===== config.mk =====
export PLATFORM = sky130hd
export DESIGN_NAME = program_memory_loader_flat
export DESIGN_NICKNAME = d
export VERILOG_FILES = /design/src/rtl/program_memory_loader_if.sv /design/src/rtl/program_memory_loader.sv /design/src/flat_wrapper.sv
export SDC_FILE = /design/constraint.sdc
export NUM_CORES = 1
export LEC_CHECK = 0
export ABC_AREA = 1
export CAP_MARGIN = 30
export CORE_MARGIN = 3
export CORE_UTILIZATION = 47
export DETAILED_ROUTE_END_ITERATION = 7
export PLACE_DENSITY = 0.82
export SLEW_MARGIN = 20
export SYNTH_ARGS = -nofsm -noshare
export SYNTH_HDL_FRONTEND = slang
export SYNTH_SLANG_ARGS = --single-unit

===== constraint.sdc =====
create_clock -name clk -period 1.95 [get_ports clk]
set_input_delay 0.585 -clock clk [delete_from_list [all_inputs] [get_ports clk]]
set_output_delay 0.585 -clock clk [all_outputs]
set_load 0.01 [all_outputs]

===== src/rtl/program_memory_loader_if.sv =====
// Bus bundle for program_memory_loader: CPU fetch address, byte-serial host
// load stream, memory write port and CPU control/status outputs.
interface program_memory_loader_if #(
  parameter int MEMORY_DEPTH = 32,
  parameter int DATA_WIDTH   = 32
);
  localparam int ADDR_W = $clog2(MEMORY_DEPTH);

  logic [DATA_WIDTH-1:0] fetch_addr;
  logic                  load_req;
  logic                  load_valid;
  logic [7:0]            load_data;
  logic                  load_ready;
  logic [ADDR_W-1:0]     mem_addr;
  logic                  mem_we;
  logic [DATA_WIDTH-1:0] mem_wdata;
  logic                  cpu_hold;
  logic                  cpu_restart;
  logic                  load_done;
  logic                  overflow;
  logic [ADDR_W:0]       words_loaded;
  logic [1:0]            state_dbg;

  modport master (
    output fetch_addr, load_req, load_valid, load_data,
    input  load_ready, mem_addr, mem_we, mem_wdata, cpu_hold, cpu_restart,
    input  load_done, overflow, words_loaded, state_dbg
  );

  modport slave (
    input  fetch_addr, load_req, load_valid, load_data,
    output load_ready, mem_addr, mem_we, mem_wdata, cpu_hold, cpu_restart,
    output load_done, overflow, words_loaded, state_dbg
  );
endinterface


===== src/rtl/program_memory_loader.sv =====
// Shares the instruction memory address/write port between CPU fetch and a
// byte-serial loader that packs little-endian words from word 0 upward.
module program_memory_loader #(
  parameter int MEMORY_DEPTH = 32,
  parameter int DATA_WIDTH   = 32
) (
  input logic                    clk,
  input logic                    reset,
  program_memory_loader_if.slave bus
);
  localparam int ADDR_W = $clog2(MEMORY_DEPTH);
  localparam logic [ADDR_W:0]   DEPTH_CNT = (ADDR_W+1)'(MEMORY_DEPTH);
  localparam logic [ADDR_W+1:0] DEPTH_EXT = (ADDR_W+2)'(MEMORY_DEPTH);

  typedef enum logic [1:0] {
    S_RUN    = 2'd0,
    S_LOAD   = 2'd1,
    S_COMMIT = 2'd2,
    S_DONE   = 2'd3
  } state_e;

  state_e                state_q, state_d;
  logic [1:0]            byte_cnt_q, byte_cnt_d;
  logic [DATA_WIDTH-1:0] buf_q, buf_d;
  logic [ADDR_W:0]       words_q, words_d;
  logic                  overflow_q, overflow_d;
  logic                  mem_we_q, mem_we_d;
  logic [DATA_WIDTH-1:0] mem_wdata_q, mem_wdata_d;

  logic                  accept;
  logic                  full;
  logic [ADDR_W+1:0]     words_eff;
  logic [DATA_WIDTH-1:0] asm_word;
  logic                  unused_fetch_bits;

  // Handshake: a byte transfers on a rising edge where load_valid && load_ready.
  // load_ready is high only in LOAD while load_req is still high, so a byte
  // offered in the cycle load_req falls is never taken.
  assign accept = bus.load_valid && bus.load_ready;

  // A write in flight already claims its word, so count it toward full.
  assign words_eff = {1'b0, words_q} + (ADDR_W+2)'(mem_we_q);
  assign full      = (words_eff >= DEPTH_EXT);

  always_comb begin
    state_d     = state_q;
    byte_cnt_d  = byte_cnt_q;
    buf_d       = buf_q;
    words_d     = words_q;
    overflow_d  = overflow_q;
    mem_we_d    = 1'b0;
    mem_wdata_d = mem_wdata_q;
    asm_word    = buf_q;
    asm_word[{byte_cnt_q, 3'b000} +: 8] = bus.load_data;

    // Count advances in the cycle after the strobe, once the write has used it.
    if (mem_we_q && (words_q < DEPTH_CNT)) begin
      words_d = words_q + (ADDR_W+1)'(1);
    end

    unique case (state_q)
      S_RUN: begin
        if (bus.load_req) begin
          state_d    = S_LOAD;
          byte_cnt_d = 2'd0;
          buf_d      = '0;
          words_d    = '0;
          overflow_d = 1'b0;
        end
      end
      S_LOAD: begin
        if (!bus.load_req) begin
          if (byte_cnt_q != 2'd0) begin
            state_d     = S_COMMIT;
            mem_we_d    = !full;
            mem_wdata_d = full ? mem_wdata_q : buf_q;
          end else begin
            state_d = S_DONE;
          end
        end else if (accept) begin
          if (full) begin
            overflow_d = 1'b1;
          end else if (byte_cnt_q == 2'd3) begin
            mem_we_d    = 1'b1;
            mem_wdata_d = asm_word;
            buf_d       = '0;
            byte_cnt_d  = 2'd0;
          end else begin
            buf_d      = asm_word;
            byte_cnt_d = byte_cnt_q + 2'd1;
          end
        end
      end
      S_COMMIT: begin
        state_d = S_DONE;
      end
      S_DONE: begin
        state_d    = S_RUN;
        buf_d      = '0;
        byte_cnt_d = 2'd0;
      end
      default: begin
        state_d = S_RUN;
      end
    endcase
  end

  always_ff @(posedge clk or negedge reset) begin
    if (!reset) begin
      state_q     <= S_RUN;
      byte_cnt_q  <= 2'd0;
      buf_q       <= '0;
      words_q     <= '0;
      overflow_q  <= 1'b0;
      mem_we_q    <= 1'b0;
      mem_wdata_q <= '0;
    end else begin
      state_q     <= state_d;
      byte_cnt_q  <= byte_cnt_d;
      buf_q       <= buf_d;
      words_q     <= words_d;
      overflow_q  <= overflow_d;
      mem_we_q    <= mem_we_d;
      mem_wdata_q <= mem_wdata_d;
    end
  end

  assign bus.load_ready   = (state_q == S_LOAD) && bus.load_req;
  assign bus.mem_addr     = (state_q == S_RUN) ? bus.fetch_addr[ADDR_W+1:2]
                                               : words_q[ADDR_W-1:0];
  assign bus.mem_we       = mem_we_q;
  assign bus.mem_wdata    = mem_wdata_q;
  assign bus.cpu_hold     = (state_q != S_RUN);
  assign bus.cpu_restart  = (state_q == S_DONE);
  assign bus.load_done    = (state_q == S_DONE);
  assign bus.overflow     = overflow_q;
  assign bus.words_loaded = words_q;
  assign bus.state_dbg    = state_q;

  // Fetch byte offset and bits above the memory range do not select a word.
  assign unused_fetch_bits = ^{bus.fetch_addr[DATA_WIDTH-1:ADDR_W+2], bus.fetch_addr[1:0]};
endmodule


===== src/flat_wrapper.sv =====
// flat-port wrapper written by rule: the top's interface ports become plain ports
module program_memory_loader_flat 
#(
  parameter int MEMORY_DEPTH = 32,
  parameter int DATA_WIDTH   = 32
)
  (clk, reset, bus_fetch_addr, bus_load_req, bus_load_valid, bus_load_data, bus_load_ready, bus_mem_addr, bus_mem_we, bus_mem_wdata, bus_cpu_hold, bus_cpu_restart, bus_load_done, bus_overflow, bus_words_loaded, bus_state_dbg);
  program_memory_loader_if #(.MEMORY_DEPTH(MEMORY_DEPTH), .DATA_WIDTH(DATA_WIDTH)) bus_i ();
  input logic clk;
  input logic reset;
  input wire logic [$bits(bus_i.fetch_addr)-1:0] bus_fetch_addr;
  input wire logic [$bits(bus_i.load_req)-1:0] bus_load_req;
  input wire logic [$bits(bus_i.load_valid)-1:0] bus_load_valid;
  input wire logic [$bits(bus_i.load_data)-1:0] bus_load_data;
  output wire logic [$bits(bus_i.load_ready)-1:0] bus_load_ready;
  output wire logic [$bits(bus_i.mem_addr)-1:0] bus_mem_addr;
  output wire logic [$bits(bus_i.mem_we)-1:0] bus_mem_we;
  output wire logic [$bits(bus_i.mem_wdata)-1:0] bus_mem_wdata;
  output wire logic [$bits(bus_i.cpu_hold)-1:0] bus_cpu_hold;
  output wire logic [$bits(bus_i.cpu_restart)-1:0] bus_cpu_restart;
  output wire logic [$bits(bus_i.load_done)-1:0] bus_load_done;
  output wire logic [$bits(bus_i.overflow)-1:0] bus_overflow;
  output wire logic [$bits(bus_i.words_loaded)-1:0] bus_words_loaded;
  output wire logic [$bits(bus_i.state_dbg)-1:0] bus_state_dbg;
  assign bus_i.fetch_addr = bus_fetch_addr;
  assign bus_i.load_req = bus_load_req;
  assign bus_i.load_valid = bus_load_valid;
  assign bus_i.load_data = bus_load_data;
  assign bus_load_ready = bus_i.load_ready;
  assign bus_mem_addr = bus_i.mem_addr;
  assign bus_mem_we = bus_i.mem_we;
  assign bus_mem_wdata = bus_i.mem_wdata;
  assign bus_cpu_hold = bus_i.cpu_hold;
  assign bus_cpu_restart = bus_i.cpu_restart;
  assign bus_load_done = bus_i.load_done;
  assign bus_overflow = bus_i.overflow;
  assign bus_words_loaded = bus_i.words_loaded;
  assign bus_state_dbg = bus_i.state_dbg;
  program_memory_loader #(.MEMORY_DEPTH(MEMORY_DEPTH), .DATA_WIDTH(DATA_WIDTH)) u_core (.clk(clk), .reset(reset), .bus(bus_i));
endmodule

# Yosys cells after proc, flatten, opt, wreduce, memory -nomap -nowiden
# Cells that the tools add are included.
[classes]
n_mux = 38
bitwise_logic = 1
shift = 2
add_sub_neg = 4
order_cmp = 2
reduce_logical = 14
eq_ne = 12
[ops]
columns = ["cell", "count"]
rows = [
  ["32-bit 2-to-1 mux", 11],
  ["32-bit case mux with 3 select lines", 1],
  ["32-bit bitwise mux", 1],
  ["8-bit by 7-bit variable shift with 32-bit output, first input constant", 1],
  ["8-bit by 7-bit indexed part select with 32-bit output", 1],
  ["6-bit 2-to-1 mux", 3],
  ["5-bit AND reduction", 3],
  ["2-bit 2-to-1 mux", 7],
  ["1-bit 2-to-1 mux", 11],
  ["2-bit by 1-bit != test with 1-bit output, second input constant", 4],
  ["2-bit != test, second input constant", 4],
  ["2-bit case mux with 4 select lines", 1],
  ["2-bit nonzero test", 4],
  ["6-bit by 1-bit adder with 7-bit output", 1],
  ["7-bit by 6-bit greater-or-equal comparator with 1-bit output, second input constant", 1],
  ["5-bit negator with 7-bit output", 1],
  ["6-bit by 1-bit adder with 6-bit output, second input constant", 1],
  ["2-bit == test, second input constant", 3],
  ["6-bit < comparator, second input constant", 1],
  ["2-bit case mux with 3 select lines", 1],
  ["5-bit 2-to-1 mux", 1],
  ["1-bit logical AND", 3],
  ["3-bit nonzero test", 1],
  ["2-bit by 1-bit adder with 2-bit output, second input constant", 1],
  ["other kinds (6)", 6],
]
[totals]
register_bits = 76

# Longest topological paths before layout
# Gate-level depths: netlist of the first run.
[depth]
ltp_word = 8
depth_mapped = 12
depth_no_buf = 10

# Worst setup path before layout of the first run
# No wires, ideal clock.
[synth_path]
path_type = "reg2reg"
startpoint = "register u_core.words_q[0], in the netlist u_core.bus.words_loaded[0]"
endpoint = "register u_core.mem_wdata_q[18], in the netlist u_core.bus.mem_wdata[18]"
path_stages_with_launch = 11
setup_ns = 0.119
arrival_time_ns = 1.769
setup_slack_ns = 0.062
path_cell_list = "dfrtp_1 > ha_1 > ha_1 > a21oi_1 > nand3_4 > nand2_4 > nand2_4 > buf_8 > buf_6 > nand2_2 > o21ai_2"
[synth_between]
elab_chain_cells = 4
[synth_lines]
columns = ["item", "line_no", "rtl"]
rows = [
  ["start, declared", "program_memory_loader.sv:25", "logic [ADDR_W:0] words_q, words_d;"],
  ["start signal, assigned", "program_memory_loader.sv:121", "words_q <= words_d;"],
  ["6-bit by 1-bit adder with 7-bit output", "program_memory_loader.sv:42", "assign words_eff = {1'b0, words_q} + (ADDR_W+2)'(mem_we_q);"],
  ["7-bit by 6-bit greater-or-equal comparator with 1-bit output", "program_memory_loader.sv:43", "assign full = (words_eff >= DEPTH_EXT);"],
  ["1-bit inverter (no line)", "-", ""],
  ["5-bit AND reduction (no line)", "-", ""],
  ["end signal, assigned", "program_memory_loader.sv:124", "mem_wdata_q <= mem_wdata_d;"],
  ["end, declared", "program_memory_loader.sv:28", "logic [DATA_WIDTH-1:0] mem_wdata_q, mem_wdata_d;"],
]
# Every way passes these cells.
# A chain may end at the register's enable or synchronous reset.

# Final worst setup path of the first run
[layout_path]
startpoint = "register u_core.state_q[1], in the netlist u_core.bus.state_dbg[1]"
endpoint = "output port bus_mem_addr[1]"
[layout_between]
elab_chain_cells = 2
[layout_lines]
columns = ["item", "line_no", "rtl"]
rows = [
  ["start, declared", "program_memory_loader.sv:22", "state_e state_q, state_d;"],
  ["start signal, assigned", "program_memory_loader.sv:118", "state_q <= state_d;"],
  ["2-bit logical NOT", "program_memory_loader.sv:129", "assign bus.mem_addr = (state_q == S_RUN) ? bus.fetch_addr[ADDR_W+1:2]"],
  ["5-bit 2-to-1 mux", "program_memory_loader.sv:129", ""],
  ["end, declared", "flat_wrapper.sv:16", "output wire logic [$bits(bus_i.mem_addr)-1:0] bus_mem_addr;"],
]
# Every way passes these cells.

==> results by group, run 1 <==
Synth
  – Most common cell in the synthesized netlist: nand2_1
  – Seq/Total Area, Yosys: 42.1%
  – XOR/XNOR Fraction of Synth Area: 0%
  – Simple-Gate Fraction of Synth Area: 36.9%
  – Syn_nets: 670
  – Post-synth top area cell: dfrtp_1
  – Mapped cell area: 4520 um2
  – Main area contributors after synthesis: dfrtp_1 42%, nand2_1 19%, nand3_1 8.6%
  – Gate count after technology mapping: 612
  – Mux cell area share after synthesis: 0%
  – Largest family of logic cells by synthesized area: simple AND/OR/NAND/NOR gates
  – Async SR Flop Fraction: 100%
  – FF+latch count, synth: 76
  – Synthesized-area fraction occupied by adder cells: 3.87%
  – Synth top area share: 42.1%
  – Mean post-synth cell area: 7.39 um2
  – Synth cell types: 31
  – Synth top cells by count: 230 x nand2_1, 78 x nand3_1, 76 x dfrtp_1, 32 x inv_1, 29 x a21oi_1
  – Most common flop cell mapped by yosys: dfrtp_1
  – Number of synthesis warnings: 0
  – Post-synth EDFFs: 0
  – Area fraction in compound gates after synthesis: 9.66%

CTS
  – Clock root cell: clkbuf_8
  – Clock-pin slew on the worst setup and hold paths: 80 ps
  – TritonCTS buffer count: 9
  – Clk Latency, worst-skew pair: 360 ps
  – H-tree levels: 3
  – Buffer depth of the longest clock path: 2
  – Clock sinks: 76
  – Post-CTS Hold Fix Bufs: 0
  – CTS tree: built

Place
  – Routability cong.: 0.875
  – DP Wirelength: 8070 um
  – I/O Buffers: 67

Worst setup path
  – Reg2reg start: u_core.bus.words_loaded[0]
  – Worst-path fanout max: 6
  – Worst setup path category: register to output port
  – Reg2Reg Depth: 10
  – Worst Setup EP: bus_mem_addr[1]
  – Crit path required time: 1360 ps
  – Reg-to-reg endpoint: u_core.buf_q[31]
  – Setup crit start kind: register
  – Worst R2R Setup Slack: 80 ps
  – Worst Setup End Kind: output port
  – Crit path arrival time: 1380 ps
  – Critical Path Start: u_core.bus.state_dbg[1]

Layout
  – Area Overhead vs Synth: 26.8%
  – # nets final: 758
  – Layout cell share with drive strength beyond 1: 18.9%
  – Diodes inserted: 0
  – Number of fillers in the final layout: 808

Drt
  – DRC: 0
  – Pre-antenna DRT Iters: 5
  – 1st-iter DRT viols: 338
  – Via-to-Cell Ratio: 5.18
  – Via count: 4319
  – Total wire length: 11500 um
  – DRT antenna net count: 0
  – Wire per inst: 13.8 um

Timing
  – Unrepaired setup endpoints after global routing: yes
  – Highest Clock Rate: 509 MHz
  – Final hold violations: 0
  – Final worst path period share: 101%
  – Max-slew headroom: 70.3%
  – Fin crit period: 1960 ps
  – Worst setup margin: -13.9 ps
  – Final setup fails: 2
  – Final Max Slew Viols: 0
  – Clk_skew: 7.22 ps
  – Post-Route Setup TNS: -20.9 ps
  – Tightest Pin Transition: 444 ps

Floorplan
  – Starting Density: 48.7%
  – Rows: 35
  – Die H: 104 um
  – I/O pins: 95
  – Core area: 9280 um2
  – Horiz. Die Dim: 104 um
  – Total die area: 10800 um2

Power and ir drop
  – Max VDD drop: 0.756 mV
  – Pleak: 2.89 nW
  – Power per cell area: 1240 nW/um2
  – Pwr Total: 7.08 mW

Global route
  – GRT Util Overall: 21.8%
  – Vias in the first global route: 4172
  – Grt ovf: 0
  – Initial antenna violation count: 0
  – Largest net degree at the start of global routing: 53
  – First-pass GRT wire length: 19500 um

Status
  – Outcome: finished with violations
  – Failing checks: negative setup slack

Hold path
  – HP Class: primary input to asynchronous set/reset pin

Job
  – Max cap viols: 0
## worst min-delay path by stage
stage | startpoint | to | slack [ps]
3_3_place_gp | u_core.bus.mem_wdata[26] | u_core.bus.mem_wdata[26] | 470
5_1_grt | reset | u_core.bus.words_loaded[5] | 150
4_1_cts | reset | u_core.bus.words_loaded[5] | 140
3_5_place_dp | u_core.bus.mem_wdata[26] | u_core.bus.mem_wdata[26] | 470
6_report | reset | u_core.bus.words_loaded[5] | 120
2_1_floorplan | reset | u_core.buf_q[0] | 290
## sequential cells by signal, summed over array words and instances (netlist names)
signal                   cells
u_core.buf_q                32
u_core.bus.mem_wdata        32
u_core.bus.words_loaded      6
u_core.bus.state_dbg         2
u_core.byte_cnt_q            2
u_core.bus.mem_we            1
u_core.bus.overflow          1
## where the power goes
group | internal (mW) | switching (mW) | leakage, nW
clock | 0.534 | 0.613 | 0.0957
combinational | 1.66 | 2.23 | 1.76
sequential | 1.86 | 0.176 | 1.03
total | 4.06 | 3.02 | 2.89
## timing repair
item / CTS / global route
resized for setup: 54 / 14
endpoints found under the setup margin: 50 / 76
setup buffers: 6 / 2
pin swaps: 4 / 3
## layer usage
metal  part of all wire [%]  up-vias  GRT usage [%]
li1                       -     2134              -
met4                    2.8        0           9.12
met3                    5.6       29           4.53
met2                     49      138           35.6
met1                     42     2018           28.1
met5                      0        -              0
## layout make-up
cell class	count	area, um2	share of cell area [%]
sequential	76	1900	33.2
clock inverter	5	35.0	0.611
clock buffer	11	151	2.64
tap	129	161	2.82
multi-input combinational	468	2340	40.8
inverter	37	139	2.42
timing repair buffer	108	1000	17.5
## kinds of logic after synthesis
family                     Yosys count
and+or+nand+nor                    375
AOI/OAI and AO/OA                   79
DFF                                 76
buffers and inverters               68
adders and majority gates           14
## metrics by stage
step	hold slack (ps)	worst slack (ps)	cell area, um2	instances	util (%)
finish	124	-13.9	5730	834	61.7
detailed placement	468	-517	5460	810	58.8
global placement	465	-477	5460	810	58.8
global route	146	-96.9	5730	834	61.7
CTS	136	-18.4	5700	832	61.3
floorplan	289	62.1	4520	612	-
## cells in the final DEF (no fill, tap or decap), types with 6 or more instances in the layout
cell and instances:
nand2_1 228, nand3_1 78, dfrtp_1 75, clkdlybuf4s50_1 51, buf_4 34, inv_1 29, a21oi_1 28, o21ai_0 24
or2_2 24, nor2_1 22, o21ai_1 13, o21ai_2 11, clkbuf_8 11, ha_1 10, nand2_2 9, dlygate4sd2_1 6
## critical path, stage by stage (launching register included)
cell and delay (ps):
dfrtp_1 390, inv_2 100, ha_4 190, buf_6 130, nand2_1 50, nand2_1 40
buf_2 120
(Power assumes the default switching activity.)
==> run 2, diff against run 1 <==
--- a/config.mk
+++ b/config.mk
@@ -10,5 +10,5 @@
 export CORE_MARGIN = 3
-export CORE_UTILIZATION = 47
+export CORE_UTILIZATION = 52
 export DETAILED_ROUTE_END_ITERATION = 7
-export PLACE_DENSITY = 0.82
+export PLACE_DENSITY = 0.86
 export SLEW_MARGIN = 20
==> constraint.sdc (replaced) <==
create_clock -name clk -period 2 [get_ports clk]
set_input_delay 0.4 -clock clk [delete_from_list [all_inputs] [get_ports clk]]
set_output_delay 0.4 -clock clk [all_outputs]
set_load 0.01 [all_outputs]
==> run 2 against run 1 <==
The flow now finishes without violations. Global-route usage up 1.5 points. Power down 4.2%. Register-to-register slack worse by 30 ps. Hold slack worse by 54 ps. Critical path depth up 2. Sequential share of layout area up 0.46 points. Critical path type is now register to register. Critical endpoint is now u_core.byte_cnt_q[1].
==> results by group, run 2 (synthesized netlist as in run 1, its figures left out) <==
Place
  – DP Wirelength: 7730 um
  – Post-Place Setup Slack: -11.8 ps
  – Placed inst area: 5380 um2
  – I/O Buffers: 67
  – Routability cong.: 0.924
  – Placed insts: 781

CTS
  – Clock sinks: 76
  – TritonCTS buffer count: 9
  – Buffer depth of the longest clock path: 2
  – Clock-pin slew on the worst setup and hold paths: 80 ps
  – Post-CTS Hold Fix Bufs: 0
  – H-tree levels: 3
  – Clock root cell: clkbuf_8
  – Clk Latency, worst-skew pair: 350 ps
  – CTS tree: built

Worst setup path
  – Reg2reg start: u_core.bus.mem_we
  – Reg-to-reg endpoint: u_core.byte_cnt_q[1]
  – Setup crit start kind: register
  – Worst setup path category: register to register
  – Top delay family on crit path: simple AND/OR/NAND/NOR gates
  – CP Buf/Inv Count: 0
  – Worst-path fanout max: 17
  – Crit path required time: 2240 ps
  – Reg2Reg Depth: 8
  – Crit path arrival time: 2190 ps
  – Worst path cell trace: ha_1 > ha_1 > a21oi_1 > nand3_4 > nand3_4 > nand2_4 > nand2_1 > nand2_1
  – CP max stage cell: dfrtp_1
  – Worst R2R Setup Slack: 50 ps
  – Worst Setup End Kind: register
  – Largest stage delay, worst path: 400 ps

Drt
  – 1st-iter DRT viols: 385
  – DRT antenna net count: 0
  – Total wire length: 11600 um
  – DRC: 0
  – Via-to-Cell Ratio: 5.50
  – Pre-antenna DRT Iters: 5
  – Wire per inst: 14.5 um
  – Via count: 4398

Hold path
  – HP Class: primary input to asynchronous set/reset pin

Job
  – Max cap viols: 0

Floorplan
  – Die H: 99.2 um
  – Total die area: 9850 um2
  – Core area: 8340 um2
  – Starting Density: 54.2%
  – I/O pins: 95
  – Rows: 33
  – Horiz. Die Dim: 99.2 um

Layout
  – Most common cell after layout, fill and taps aside: nand2_1
  – Layout cell share with drive strength beyond 1: 15.1%
  – Fin area: 5650 um2
  – Number of fillers in the final layout: 629
  – Most frequent cells in the layout: 230 x nand2_1, 78 x nand3_1, 76 x dfrtp_1
  – Diodes inserted: 0
  – Area Overhead vs Synth: 25.0%
  – Finished Layout Cells: 799
  – # nets final: 748

Timing
  – Clk_skew: 7.86 ps
  – Worst setup margin: 54.2 ps
  – Unrepaired setup endpoints after global routing: no
  – Final hold violations: 0
  – Max-slew headroom: 68.7%
  – Final worst path period share: 97.3%
  – Final setup fails: 0
  – Fin crit period: 1950 ps
  – WHS: 70.9 ps
  – Tightest Pin Transition: 470 ps
  – Highest Clock Rate: 514 MHz
  – Final Max Slew Viols: 0

Power and ir drop
  – Max VDD drop: 0.902 mV
  – Power per cell area: 1200 nW/um2
  – Pwr Total: 6.78 mW
  – Pleak: 2.84 nW

Global route
  – Grt ovf: 0
  – Vias in the first global route: 4051
  – First-pass GRT wire length: 18800 um
  – Initial antenna violation count: 0
  – GRT Util Overall: 23.3%
  – Largest net degree at the start of global routing: 77

Status
  – Outcome: finished, final reports clean
run 2: changes by cell type in the layout (fill, tap and decap cells not counted), moves of 2 or more:
| cell | previous run | this run |
|---|---|---|
| clkbuf_2 | 3 | 0 |
| ha_2 | 2 | 0 |
| clkdlybuf4s50_1 | 51 | 57 |
| nand2_2 | 9 | 7 |
| buf_4 | 34 | 23 |
| nor2_2 | 1 | 3 |
| clkdlybuf4s15_1 | 0 | 3 |
| buf_2 | 5 | 1 |
| o21ai_1 | 13 | 10 |
| buf_6 | 4 | 2 |
| nand2_1 | 228 | 230 |
| ha_1 | 10 | 13 |
| o21ai_0 | 24 | 28 |
run 2: final cells by class:
cell class | count | area, um2 | share of cell area, %
multi-input cells | 469 | 2330 | 41.2
well taps | 105 | 131 | 2.33
flip-flops and latches | 76 | 1900 | 33.7
inverters | 37 | 139 | 2.46
repair buffers | 97 | 957 | 16.9
clock buffers | 11 | 141 | 2.50
clock inverters | 4 | 50.0 | 0.886
run 2: worst max-delay path by stage:
stage	startpoint	to	slack, ps	depth (start not counted)
CTS	u_core.bus.state_dbg[0]	bus_load_done	6	3
detailed placement	u_core.bus.state_dbg[0]	bus_mem_addr[2]	-10	5
global route	u_core.bus.mem_we	u_core.byte_cnt_q[1]	1	8
floorplan	u_core.bus.words_loaded[0]	u_core.bus.mem_wdata[18]	110	10
global placement	bus_load_req	bus_load_ready	40	4
finish	u_core.bus.mem_we	u_core.byte_cnt_q[1]	50	8
run 2: per-layer routing:
| metal | share of wire, % | up-vias | track usage (%) |
|---|---|---|---|
| met4 | 2.6 | 0 | 9.24 |
| met1 | 40 | 2030 | 30.3 |
| met5 | 0 | - | 0 |
| met2 | 50 | 213 | 39.0 |
| met3 | 8.1 | 36 | 3.58 |
| li1 | - | 2119 | - |
run 2: timing repair:
action / CTS / global route
setup endpoints to repair: 42 / 59
gates cloned: 0 / 1
gates resized for setup: 11 / 13
pin swaps: 0 / 1
setup buffers: 0 / 2
run 2: through the flow:
step / util (%) / setup TNS [ps]
after detailed placement: 64.5 / -11.8
after floorplan: - / 0
after global routing: 67.7 / 0
after global placement: 64.5 / 0
final: 67.7 / 0
after CTS: 66.9 / 0
run 2: worst register-to-register path, stage by stage, from the launching register on:
cell,delay (ps)
dfrtp_1,400
ha_1,210
ha_1,180
a21oi_1,260
nand3_4,170
nand3_4,210
nand2_4,210
nand2_1,140
nand2_1,70
run 2: where the power goes:
part | total [mW] | leakage [nW] | switching [mW] | internal, mW
Clock | 1.16 | 0.0914 | 0.560 | 0.602
Combinational | 3.63 | 1.72 | 2.13 | 1.50
Sequential | 1.99 | 1.03 | 0.178 | 1.82
Total | 6.78 | 2.84 | 2.87 | 3.92
==> run 3, diff against run 2 <==
- CORE_MARGIN: 3 -> default
- GPL_ROUTABILITY_DRIVEN: default -> 0
==> run 3 against run 2 <==
Hold slack improved by 3.9 ps. Flip-flop and latch count unchanged. Setup slack improved by 47 ps. Routed wire length decreased by 5.4%. Non-clock buffer count decreased by 1. Core utilization increased by 0.28 points. Cell count decreased by 0.13%. Clock skew increased by 3.4 ps. Die area decreased by 7.9%. Largest power group unchanged. Design area about the same. Critical endpoint is now u_core.buf_q[1].
==> results by group, run 3 (synthesized netlist as in run 1, its figures left out) <==
Worst setup path
  – Worst path most repeated cell: buf_4
  – Crit path arrival time: 2140 ps
  – Critical Path Start: u_core.bus.state_dbg[1]
  – Setup crit start kind: register
  – Worst Setup EP: u_core.buf_q[1]
  – CP Buf/Inv Count: 4
  – Top delay family on crit path: buffers and inverters
  – Reg2Reg Depth: 10
  – CP Depth: 10
  – Worst-path fanout max: 34
  – Worst R2R Setup Slack: 100 ps
  – CP max stage cell: dfrtp_1
  – Worst Setup End Kind: register
  – Reg2reg start: u_core.bus.state_dbg[1]
  – Crit path required time: 2240 ps
  – Worst path cell trace: inv_2 > buf_4 > ha_1 > buf_4 > a21boi_2 > nor3_4 > buf_4 > nand2_8 > nand2_1 > nand2_1
  – Largest stage delay, worst path: 370 ps
  – Reg-to-reg endpoint: u_core.buf_q[1]
  – Worst setup path category: register to register

Timing
  – Highest Clock Rate: 527 MHz
  – Tightest Pin Transition: 478 ps
  – Max-slew headroom: 68.1%
  – Final worst path period share: 94.9%
  – Final setup fails: 0
  – Clk_skew: 11.3 ps
  – Final hold violations: 0
  – Fin crit period: 1900 ps
  – Final Max Slew Viols: 0
  – Unrepaired setup endpoints after global routing: yes
  – Post-Route Setup TNS: 0 ps

Drt
  – Pre-antenna DRT Iters: 5
  – Via-to-Cell Ratio: 5.38
  – Total wire length: 10900 um
  – DRC: 0
  – Wire per inst: 13.7 um
  – DRT antenna net count: 0
  – 1st-iter DRT viols: 351
  – Via count: 4290

CTS
  – Post-CTS Hold Fix Bufs: 0
  – Clock sinks: 76
  – Buffer depth of the longest clock path: 2
  – CTS tree: built
  – Clock root cell: clkbuf_8
  – H-tree levels: 3
  – TritonCTS buffer count: 9
  – Clock-pin slew on the worst setup and hold paths: 90 ps
  – Clk Latency, worst-skew pair: 360 ps

Layout
  – Area Overhead vs Synth: 24.9%
  – Layout cell share with drive strength beyond 1: 15.4%
  – # nets final: 746
  – Diodes inserted: 0
  – Number of fillers in the final layout: 660
  – Final Util: 68.0%
  – Fin area: 5650 um2
  – Most common cell after layout, fill and taps aside: nand2_1
  – Most frequent cells in the layout: 230 x nand2_1, 78 x nand3_1, 76 x dfrtp_1

Floorplan
  – Total die area: 9070 um2
  – Core area: 8300 um2
  – Rows: 33
  – Starting Density: 54.5%
  – Horiz. Die Dim: 95.2 um
  – I/O pins: 95
  – Die H: 95.2 um

Global route
  – First-pass GRT wire length: 18200 um
  – GRT Util Overall: 25.8%
  – Vias in the first global route: 4029
  – Initial antenna violation count: 0
  – Largest net degree at the start of global routing: 77
  – Grt ovf: 0

Job
  – Max cap viols: 0

Hold path
  – HP Class: primary input to asynchronous set/reset pin

Power and ir drop
  – Power per cell area: 1210 nW/um2
  – Max VDD drop: 0.787 mV
  – Pleak: 2.84 nW

Status
  – Outcome: finished, final reports clean

Place
  – DP Wirelength: 7530 um
  – Placed inst area: 5370 um2
  – I/O Buffers: 67
[run 3: changes by cell type in the layout (fill, tap and decap cells not counted), moves of 2 or more]
cell / before / now
buf_4: 23 / 25
clkdlybuf4s15_1: 3 / 1
dlygate4sd2_1: 5 / 7
inv_6: 0 / 2
buf_6: 2 / 0
[run 3: power by group]
part | total, mW | internal [mW] | switching, mW | leakage [nW]
sequential | 2.00 | 1.82 | 0.183 | 1.03
clock | 1.33 | 0.709 | 0.616 | 0.106
combinational | 3.49 | 1.45 | 2.04 | 1.70
total | 6.82 | 3.97 | 2.84 | 2.84
[run 3: final cells by class]
class                   instances  area, um2  area share (%)
multi-input cells             468       2320            41.2
flip-flops and latches         76       1900            33.7
repair buffers                 96        927            16.4
inverters                      37        139            2.46
well taps                     105        131            2.33
clock buffers                   9        124            2.19
clock inverters                 7       97.6            1.73
[run 3: metrics by stage]
stage,hold slack [ps],setup slack [ps],cells,power [mW]
floorplan,104,112,612,4.17
global placement,466,45.8,780,5.28
detailed placement,467,-16.5,780,5.39
CTS,80.6,10.3,796,6.73
global route,96.2,-9.58,798,7.29
finish,74.8,101,798,6.82
[run 3: layer usage]
| metal | vias to the layer above | track usage, % | part of all wire, % |
|---|---|---|---|
| li1 | 2114 | - | - |
| met1 | 1983 | 33.6 | 43 |
| met2 | 173 | 42.6 | 48 |
| met3 | 20 | 5.82 | 7.6 |
| met4 | 0 | 8.46 | 1.6 |
| met5 | - | 0 | 0 |
[run 3: worst min path at each step]
stage          slack, ps                         end
6_report              70  u_core.bus.words_loaded[4]
5_1_grt              100  u_core.bus.words_loaded[4]
4_1_cts               80    u_core.bus.mem_wdata[27]
3_5_place_dp         470  u_core.bus.words_loaded[4]
3_3_place_gp         470  u_core.bus.words_loaded[4]
2_1_floorplan        100             u_core.buf_q[0]
[run 3: repair_timing]
item / in CTS / in global routing
setup buffers: 0 / 2
setup endpoints to repair: 13 / 69
hold endpoints to repair: 0 / 0
gates resized for setup: 11 / 11
pin swaps: 0 / 2
